### config.mk
export PLATFORM = sky130hd
export DESIGN_NAME = seq_rshifter
export DESIGN_NICKNAME = d
export VERILOG_FILES = /design/src/rtl/shifter_pkg.sv /design/src/rtl/onehot_to_bin.sv /design/src/rtl/seq_rshifter.sv
export SDC_FILE = /design/constraint.sdc
export NUM_CORES = 1
export LEC_CHECK = 0
export ABC_AREA = 1
export BUFFER_PORTS_ARGS = -buffer_cell sky130_fd_sc_hd__buf_2
export CORE_ASPECT_RATIO = 0.75
export CORE_MARGIN = 4
export CORE_UTILIZATION = 44
export CTS_CLUSTER_DIAMETER = 30
export DETAILED_ROUTE_END_ITERATION = 16
export PLACE_DENSITY = 0.71
export SLEW_MARGIN = 10
export SYNTH_ARGS = -nofsm -noshare
export SYNTH_HDL_FRONTEND = slang
export SYNTH_SLANG_ARGS = --single-unit
### constraint.sdc
create_clock -name clk -period 1.1 [get_ports clk]
set_input_delay 0.11 -clock clk [delete_from_list [all_inputs] [get_ports clk]]
set_output_delay 0.11 -clock clk [all_outputs]
set_load 0.01 [all_outputs]
### src/rtl/shifter_pkg.sv
// Shared definitions for the shift datapath: default width, FSM state encoding
// and the one-hot validity check used by the shifters.
package shifter_pkg;

  localparam int DEFAULT_WIDTH = 8;
  localparam int MAX_WIDTH     = 64;

  localparam logic [1:0] IDLE  = 2'd0;
  localparam logic [1:0] SHIFT = 2'd1;
  localparam logic [1:0] DONE  = 2'd2;

  typedef enum logic [1:0] {
    ST_IDLE  = IDLE,
    ST_SHIFT = SHIFT,
    ST_DONE  = DONE
  } state_t;

  // Narrower vectors are zero-extended by the caller; true when exactly one bit is set.
  function automatic logic is_onehot(input logic [MAX_WIDTH-1:0] v);
    return (v != '0) && ((v & (v - MAX_WIDTH'(1))) == '0);
  endfunction

endpackage

### src/rtl/onehot_to_bin.sv
// One-hot to binary index decoder with a flag that is high only when exactly
// one input bit is set.
module onehot_to_bin
  import shifter_pkg::*;
#(
  parameter int WIDTH = DEFAULT_WIDTH,
  parameter int CNT_W = $clog2(WIDTH)
) (
  input  logic [WIDTH-1:0] oh_i,
  output logic [CNT_W-1:0] idx_o,
  output logic             valid_o
);

  logic [MAX_WIDTH-1:0] oh_ext;

  always_comb begin
    oh_ext = '0;
    oh_ext[WIDTH-1:0] = oh_i;
  end

  // OR of the indices of all set bits; only meaningful when valid_o is high.
  always_comb begin
    idx_o = '0;
    for (int i = 0; i < WIDTH; i++) begin
      if (oh_i[i]) idx_o = idx_o | CNT_W'(i);
    end
  end

  assign valid_o = is_onehot(oh_ext);

endmodule

### src/rtl/seq_rshifter.sv
// Iterative right shifter: one bit per clock, one-hot shift amount, done pulse.
// Define SEQ_RSHIFTER_ARITH_EN for arithmetic (sign-fill) shifts; default is logical.
module seq_rshifter
  import shifter_pkg::*;
#(
  parameter  int WIDTH = DEFAULT_WIDTH,
  localparam int CNT_W = $clog2(WIDTH)
) (
  input  logic             clk,
  input  logic             rst,
  input  logic             start,
  input  logic [WIDTH-1:0] d,
  input  logic [WIDTH-1:0] n,
  output logic [WIDTH-1:0] w,
  output logic             busy,
  output logic             done,
  output logic             err
);

  state_t           state_q;
  logic [CNT_W-1:0] cnt_q;
  logic [WIDTH-1:0] w_q;
  logic             busy_q;
  logic             done_q;
  logic             err_q;

  logic [CNT_W-1:0] k;
  logic             n_ok;
  logic             fill;
  logic [WIDTH-1:0] w_shift_d;

  onehot_to_bin #(
    .WIDTH (WIDTH),
    .CNT_W (CNT_W)
  ) u_dec (
    .oh_i    (n),
    .idx_o   (k),
    .valid_o (n_ok)
  );

`ifdef SEQ_RSHIFTER_ARITH_EN
  assign fill = w_q[WIDTH-1];
`else
  assign fill = 1'b0;
`endif

  assign w_shift_d = {fill, w_q[WIDTH-1:1]};

  always_ff @(posedge clk) begin
    if (rst) begin
      state_q <= ST_IDLE;
      cnt_q   <= '0;
      w_q     <= '0;
      busy_q  <= 1'b0;
      done_q  <= 1'b0;
      err_q   <= 1'b0;
    end else begin
      done_q <= 1'b0;
      case (state_q)
        ST_IDLE: begin
          if (start) begin
            busy_q <= 1'b1;
            err_q  <= ~n_ok;
            if (!n_ok) begin
              w_q     <= '0;
              state_q <= ST_DONE;
              done_q  <= 1'b1;
            end else if (k == '0) begin
              w_q     <= d;
              state_q <= ST_DONE;
              done_q  <= 1'b1;
            end else begin
              w_q     <= d;
              cnt_q   <= k;
              state_q <= ST_SHIFT;
            end
          end
        end
        ST_SHIFT: begin
          w_q   <= w_shift_d;
          cnt_q <= cnt_q - CNT_W'(1);
          // Last shift happens on this edge; done pulse follows it directly.
          if (cnt_q == CNT_W'(1)) begin
            state_q <= ST_DONE;
            done_q  <= 1'b1;
          end
        end
        ST_DONE: begin
          busy_q  <= 1'b0;
          state_q <= ST_IDLE;
        end
        default: begin
          busy_q  <= 1'b0;
          state_q <= ST_IDLE;
        end
      endcase
    end
  end

  assign w    = w_q;
  assign busy = busy_q;
  assign done = done_q;
  assign err  = err_q;

endmodule

Word level (Yosys, flattened, before mapping). Index checks and enable logic that the tools add are counted.

$add $sub $neg: 2. Equal/unequal tests: 6. Muxes and demuxes: 26. Bitwise logic cells: 3. Reduce and logical (&&, ||, !) cells: 11.

Operators with widths (count): $and A8 B64 Y64 (1); $logic_not A64 Y1 (1); $reduce_bool A64 Y1 (1); $mux W3 (7); $mux W8 (2); $pmux W8 S2 (1); $mux W2 (6); $sub A8 B1 Y9 const B (1); $ne A2 B2 Y1 const B (4); $reduce_and A2 Y1 (4); $mux W1 (6); $pmux W3 S2 (1); $pmux W1 S2 (2); $pmux W2 S2 (1); $reduce_and A4 Y1 (1); $eq A3 B1 Y1 const B (1); $logic_not A3 Y1 (1); $sub A3 B1 Y3 const B (1); $eq A2 B1 Y1 const B (1); $logic_not A2 Y1 (1); $not A1 Y1 (2); $reduce_bool A2 Y1 (1); $logic_and A1 B1 Y1 (1).

Flip-flop bits (word level): 16. Input bits: 19. Output and inout port bits: 11.

Longest topological paths before layout. Gate-level depths: netlist (run 1).

Word-level depth: 12. Depth in mapped cells: 10. Depth with buffers taken out: 10.

By module. A second synthesis (run 1) with hierarchy kept.

Cell total of the unflattened synthesis: 146. Area total of the unflattened synthesis: 920.9 um2.

Modules (own cells, without submodules): seq_rshifter (instances 1, cells each 112, area an instance 768.2 um2, sequential area each 320.3 um2); onehot_to_bin (instances 1, cells each 34, area an instance 152.6 um2, sequential area each 0.0 um2).

Least setup slack after synthesis (run 1). No wires, ideal clock.

Kind: flip-flop to flip-flop. From: register state_q[1]. To: register w_q[0] (netlist: w[0]). Library setup time: 0.070 ns. Arrival time: 1.103 ns. Required time: 1.030 ns. Path slack: -0.074 ns. Stages on the path, launching flop included: 7. Buffers on the path: 0. Path through: dfxtp_1 -> inv_2 -> nand2_2 -> clkinv_1 -> nor2_2 -> a22oi_1 -> a21oi_1.

Cells in the longest elaborated chain, start to end: 3. Elaborated cells between the ends (all ways): 6.

RTL lines: from (decl) (line seq_rshifter.sv:20) `state_t state_q;`; from (signal assigned) (line seq_rshifter.sv:51) `state_q <= ST_IDLE;`; from (signal assigned) (line seq_rshifter.sv:66) `state_q <= ST_DONE;`; from (signal assigned) (line seq_rshifter.sv:70) `state_q <= ST_DONE;`; $eq A2 B1 Y1 / $logic_not A2 Y1 (equally long branches) (line seq_rshifter.sv:59) `case (state_q)`; $reduce_bool A2 Y1 (no line) / $ne A2 B2 Y1 (equally long branches); $reduce_and A2 Y1 (no line); to (signal assigned) (line seq_rshifter.sv:80) `w_q <= w_shift_d;`; to (decl) (line seq_rshifter.sv:22) `logic [WIDTH-1:0] w_q;`.

Several ways; a longest one is shown, not always the timed one. A chain may end at the register's enable or synchronous reset.

Worst setup path after layout (run 1).
From: register state_q[0]. To: register err_q (netlist: err).

Cells in the longest elaborated chain, start to end: 2.

RTL lines: $logic_not A2 Y1 (line seq_rshifter.sv:59); $reduce_and A2 Y1 (no line); to (signal assigned) (line seq_rshifter.sv:63) `err_q <= ~n_ok;`; to (decl) (line seq_rshifter.sv:25) `logic err_q;`.

Every way passes these cells.

==> impl_metrics.json, run 1 <==
{
  "leakagePower_nw": 0.635,
  "worstSetupStartpointType": "flip-flop",
  "yosysTopAreaCellShare_pct": 35.5,
  "yosysTopAreaCell": "dfxtp_1",
  "layout-drive-gt1-share_pct": 45.1,
  "avgViaCountPerCell": 5.16,
  "rows": 13,
  "timing.rr.end": "err",
  "cpPeakStageDelay_ps": 380,
  "cts_tree": "done",
  "grt_overflow_total": 0,
  "final_cells": 195,
  "reg2reg_slack_ps": -40,
  "gp_congestion": 0.832,
  "drv_cap": 0,
  "worstMarginPinSlew_ps": 260,
  "violations": "negative setup slack",
  "wl_per_cell_um": 12.8,
  "rr_startpoint": "state_q[0]",
  "ys_dominant_reg_cell": "dfxtp_1",
  "dp_hpwl_um": 1820,
  "nets": 195,
  "ir_drop_v": 0.000922,
  "crit_buf_inv": 2,
  "wirelength_um": 2500,
  "pre_cts_ws_ps": -203,
  "die_area_mm2": 0.00285,
  "hp-start": "d[5]",
  "clock_skew_ps": 12.4,
  "cts_root_buf": "clkbuf_4",
  "power.density_mw_per_mm2": 913,
  "finalHoldViolCount": 0,
  "drt_first_iter_violations": 25,
  "min_delay_path_depth": 3,
  "antenna_found_initial": 0,
  "min_path_type": "input port to flip-flop",
  "arrival_ps": 1340,
  "cp-end-kind": "flip-flop",
  "h-tree-depth": 1,
  "required_ps": 1300,
  "clock-sinks": 16,
  "io_buffers": 29,
  "yosysWarnings": 0,
  "post-synth-top-count-cell": "nand2_1",
  "avgSynthCellArea_um2": 6.90,
  "setup_viol": 8,
  "min_period_ps": 1140,
  "async_reset_ff_share_pct": 0,
  "ant_nets": 0,
  "hold_end": "w[5]",
  "utilization_pct": 72.2,
  "reg2reg_depth": 6,
  "clockBufferDepth": 2,
  "crit_family": "flip-flops",
  "ios": 30,
  "fmax_mhz": 878,
  "criticalPathCategory": "flip-flop to flip-flop",
  "synthesis.area_um2": 903,
  "cp_cell_sequence": "nor2_4 -> nand2_4 -> buf_12 -> nor2_4 -> buf_4 -> nor2_1",
  "placed_cells": 188,
  "min_period_over_period_pct": 104,
  "drc": 0,
  "cp_slowest_cell": "dfxtp_4",
  "yosysSeqAreaShare_pct": 35.5,
  "ys_top_cells_by_count": "nand2_1, a21oi_1, dfxtp_1",
  "grt.total_usage_pct": 17.8,
  "cp_max_fo": 5,
  "syn_inst": 131,
  "grt_pass1_wl_um": 3690,
  "die_width_um": 60.3,
  "syn_to_final_growth_pct": 46.8,
  "setup_slack_ps": -39.3,
  "synth_nets": 152,
  "worst_skew_pair.late_latency_ps": 300,
  "relSlewSlack_pct": 82.7,
  "path_clk_slew_ps": 110,
  "grt_max_degree": 13,
  "vias": 1007,
  "grt_pass1_vias": 878,
  "antennaDiodeCount": 0,
  "start_util_pct": 49.1,
  "crit_top_cell": "nor2_4",
  "firstDrtPassIters": 4,
  "core_area_mm2": 0.00184,
  "slew_violations": 0,
  "chipHeight_um": 47.2,
  "ys_ff_latch": 16,
  "synth.area.top_cells": "dfxtp_1, nand2_1, a21oi_1, inv_1, a22oi_1",
  "cts.hold.buffers_added": 0,
  "run_status": "complete, but fails checks",
  "cts_buffers": 3,
  "rsz0062_at_grt": "yes",
  "synth_cell_types": 22,
  "synth_enable_flop_cells": 0
}
## state kept, by name (all words and copies together) (netlist names)
signal   flops
cnt_q        3
w            8
err          1
done         1
busy         1
state_q      2
## cell families (layout without fill, tap and decap cells)
kind of cell             count (synthesis)  count (layout)  share of synthesized area, %
flip-flops                              16              16                          35.5
adder cells (fa/ha/maj)                  2               2                          2.77
AO/OA/AOI/OAI                           32              32                          20.1
AND/OR/NAND/NOR                         60              61                          32.4
XOR/XNOR                                 1               1                         0.970
buffers and inverters                   20              61                          8.31
## per-stage QoR
| stage | setup TNS, ps | hold slack, ps | power, mW | area (um^2) |
|---|---|---|---|---|
| after floorplan | -24.6 | 253 | 0.707 | 915 |
| after global placement | -1730 | 360 | 0.793 | 1160 |
| after detailed placement | -2460 | 364 | 0.799 | 1160 |
| after CTS | -16.5 | 50.9 | 1.20 | 1250 |
| after global routing | -1050 | 39.1 | 1.27 | 1330 |
| final | -210 | 53.0 | 1.21 | 1330 |
## report_power, final
group          leakage (nW)  internal, mW  switching [mW]  total (mW)
Clock                0.0210         0.202           0.200       0.402
Combinational         0.482        0.0888           0.123       0.212
Sequential            0.132         0.588         0.00802       0.596
Total                 0.635         0.879           0.332        1.21
## final cells by class
cell class	count	area, um^2
Clock buffer	4	36.3
Fill cell	150	512
Inverter	18	75.1
Multi-Input combinational cell	96	608
Sequential cell	16	330
Tap cell	22	27.5
Timing Repair Buffer	39	249
## layer usage
layer | track usage [%] | up-vias | wire length, um
li1 | - | 509 | -
met1 | 22.0 | 459 | 1080
met2 | 28.9 | 27 | 1220
met3 | 5.22 | 12 | 128
met4 | 8.41 | 0 | 73
met5 | 0 | - | 0
## timing repair
item                       in CTS  in global routing
setup buffers                   0                  2
gates resized for setup        13                 19
pin swaps                       8                  9
setup endpoints to repair      12                 14
cloned                          1                  0
## tightest hold or removal path, cell delays in order
cell and delay (ps):
buf_2 100, nand2_1 60, a21oi_1 50
## cells in the final DEF (no fill, tap or decap)
| cell | n |
|---|---|
| clkinv_4 | 1 |
| buf_12 | 2 |
| o21ai_1 | 3 |
| inv_4 | 1 |
| a21oi_1 | 12 |
| nand2_1 | 29 |
| a22oi_2 | 3 |
| o21ai_0 | 4 |
| xnor2_1 | 1 |
| nor2_4 | 6 |
| a21oi_2 | 4 |
| buf_4 | 7 |
| nand2_2 | 2 |
| dfxtp_1 | 12 |
| nor3_1 | 1 |
| a22oi_1 | 4 |
| nand3_2 | 1 |
| nand2_4 | 3 |
| ha_4 | 1 |
| clkbuf_8 | 1 |
| ha_1 | 1 |
| buf_6 | 1 |
| o21ai_2 | 2 |
| nor2_2 | 1 |
| nor2_1 | 12 |
| buf_2 | 29 |
| nand3_1 | 4 |
| dfxtp_2 | 2 |
| nand3_4 | 1 |
| clkbuf_4 | 3 |
| dfxtp_4 | 2 |
| inv_2 | 4 |
| inv_1 | 12 |
| nor2_8 | 1 |
## how the worst max path moves through the flow
stage	end	slack (ps)	cells after the start	start
finish	err	-40	6	state_q[0]
detailed placement	w[6]	-200	10	n[7]
global route	w[5]	-90	6	state_q[1]
CTS	w[6]	-10	6	state_q[1]
floorplan	cnt_q[2]	-20	6	state_q[1]
global placement	w[1]	-150	10	n[7]
Power figures use the tool's default switching activity.
==> inputs of run 2 (changes only) <==
- BUFFER_PORTS_ARGS: -buffer_cell sky130_fd_sc_hd__buf_2 -> not set
- CORE_ASPECT_RATIO: 0.75 -> not set
- CORE_UTILIZATION: 44 -> 54
- DONT_BUFFER_PORTS: not set -> 1
- PLACE_DENSITY: 0.71 -> 0.69
- RECOVER_POWER: not set -> 50
==> run 2 against run 1 <==
The flow finishes with violations (negative hold slack, negative setup slack). Critical path depth rose by 1. Power fell by 5.6%. First-iteration DRC count fell by 44%. Register-to-register slack got worse by 20 ps. Clock-buffer cell count did not move.
==> impl_metrics.json, run 2 (same netlist as run 1, synthesis figures left out) <==
{
  "clockBufferDepth": 2,
  "wl_per_cell_um": 13.9,
  "fill_cells": 114,
  "cp_slowest_cell": "dfxtp_4",
  "die_area_mm2": 0.00239,
  "grt_pass1_wl_um": 3290,
  "cp-end-kind": "flip-flop",
  "final_cells": 158,
  "utilization_pct": 77.9,
  "drv_cap": 0,
  "antenna_found_initial": 0,
  "start_util_pct": 58.6,
  "finalHoldViolCount": 10,
  "power_mw": 1.14,
  "relSlewSlack_pct": 80.3,
  "slew_violations": 0,
  "whs_ps": -130,
  "fmax_mhz": 860,
  "cts_root_buf": "clkbuf_4",
  "arrival_ps": 1350,
  "h-tree-depth": 1,
  "crit_top_cell": "nor2_4",
  "leakagePower_nw": 0.510,
  "min_period_over_period_pct": 106,
  "worst_skew_pair.late_latency_ps": 290,
  "worstSetupStartpointType": "flip-flop",
  "cp_cell_sequence": "nor2_4 -> nand2_4 -> inv_2 -> nor2_4 -> buf_12 -> a22oi_2 -> a21oi_1",
  "vias": 866,
  "setup_viol": 10,
  "drc": 0,
  "grt_overflow_total": 0,
  "ant_nets": 0,
  "min_period_ps": 1160,
  "ir_drop_v": 0.000822,
  "dp_hpwl_um": 1440,
  "io_buffers": 0,
  "crit_family": "flip-flops",
  "cp_max_fo": 8,
  "clock-sinks": 16,
  "largest_reg_flops": 8,
  "crit_buf_inv": 2,
  "gp_congestion": 0.866,
  "hp-start": "rst",
  "worstMarginPinSlew_ps": 292,
  "violations": "negative hold slack, negative setup slack",
  "clock_skew_ps": 6.35,
  "rsz0062_at_grt": "yes",
  "core_area_mm2": 0.00154,
  "criticalPathCategory": "flip-flop to flip-flop",
  "min_path_type": "input port to flip-flop",
  "die_width_um": 48.9,
  "required_ps": 1290,
  "chipHeight_um": 48.9,
  "grt_pass1_vias": 746,
  "cts_tree": "done",
  "critPathLaunch": "state_q[0]",
  "cpPeakStageDelay_ps": 370,
  "setup_slack_ps": -62.4,
  "placed_cells": 149,
  "power.density_mw_per_mm2": 952,
  "syn_to_final_growth_pct": 33.0,
  "layout-drive-gt1-share_pct": 33.8,
  "grt_max_degree": 13,
  "nets": 164,
  "wirelength_um": 2200,
  "grt.total_usage_pct": 17.3,
  "pre_cts_ws_ps": -69.2,
  "final_common_cell": "nand2_1",
  "rows": 14,
  "antennaDiodeCount": 0,
  "avgViaCountPerCell": 5.48,
  "rr_startpoint": "state_q[0]",
  "cts_buffers": 3,
  "layout_common_cells": "nand2_1, inv_1, a21oi_1, dfxtp_1, nor2_1",
  "ios": 30,
  "drt_first_iter_violations": 14,
  "path_clk_slew_ps": 100,
  "run_status": "complete, but fails checks",
  "firstDrtPassIters": 4
}
==> run 2: area by class of cell <==
type                       count  area [um^2]  area share (%)
tap                           16         20.0            1.67
inverter                      18         72.6            6.04
clock buffer                   4         36.3            3.02
sequential                    16          327            27.2
multi-input combinational     96          619            51.6
timing repair buffer           8          126            10.5
==> run 2: final timing paths <==
kind / cells after the start / slack (ps) / endpoint
setup / recovery: 7 / -60 / w[6]
hold / removal: 1 / -130 / state_q[0]
setup reg to reg: 7 / -60 / w[6]
hold reg to reg: 2 / 520 / busy
==> run 2: per-stage QoR <==
stage	cell area, um^2	setup TNS, ps	hold WS (ps)
2_1_floorplan	915	-24.6	253
3_3_place_gp	970	-88.2	180
3_5_place_dp	970	-429	183
4_1_cts	1070	-163	-141
5_1_grt	1200	-1160	-146
6_report	1200	-372	-130
==> run 2: repair_timing <==
action                                  in CTS  in global routing
pin swaps                                   16                 15
hold endpoints to repair                    10                 10
endpoints found under the setup margin      11                 14
cloned                                       1                  1
gates resized for setup                     11                 22
setup buffers                                1                  2
==> run 2: per-layer routing <==
metal	global-route usage, %	vias up	routed length [um]
met2	26.5	25	1120
met3	5.81	0	127
li1	-	448	-
met1	22.1	393	947
met5	0	-	0
met4	6.73	0	0
==> run 2: report_power, final <==
part / total, mW / switching [mW] / internal (mW)
clock: 0.386 / 0.185 / 0.202
sequential: 0.603 / 0.0135 / 0.590
combinational: 0.154 / 0.0889 / 0.0649
total: 1.14 / 0.287 / 0.856
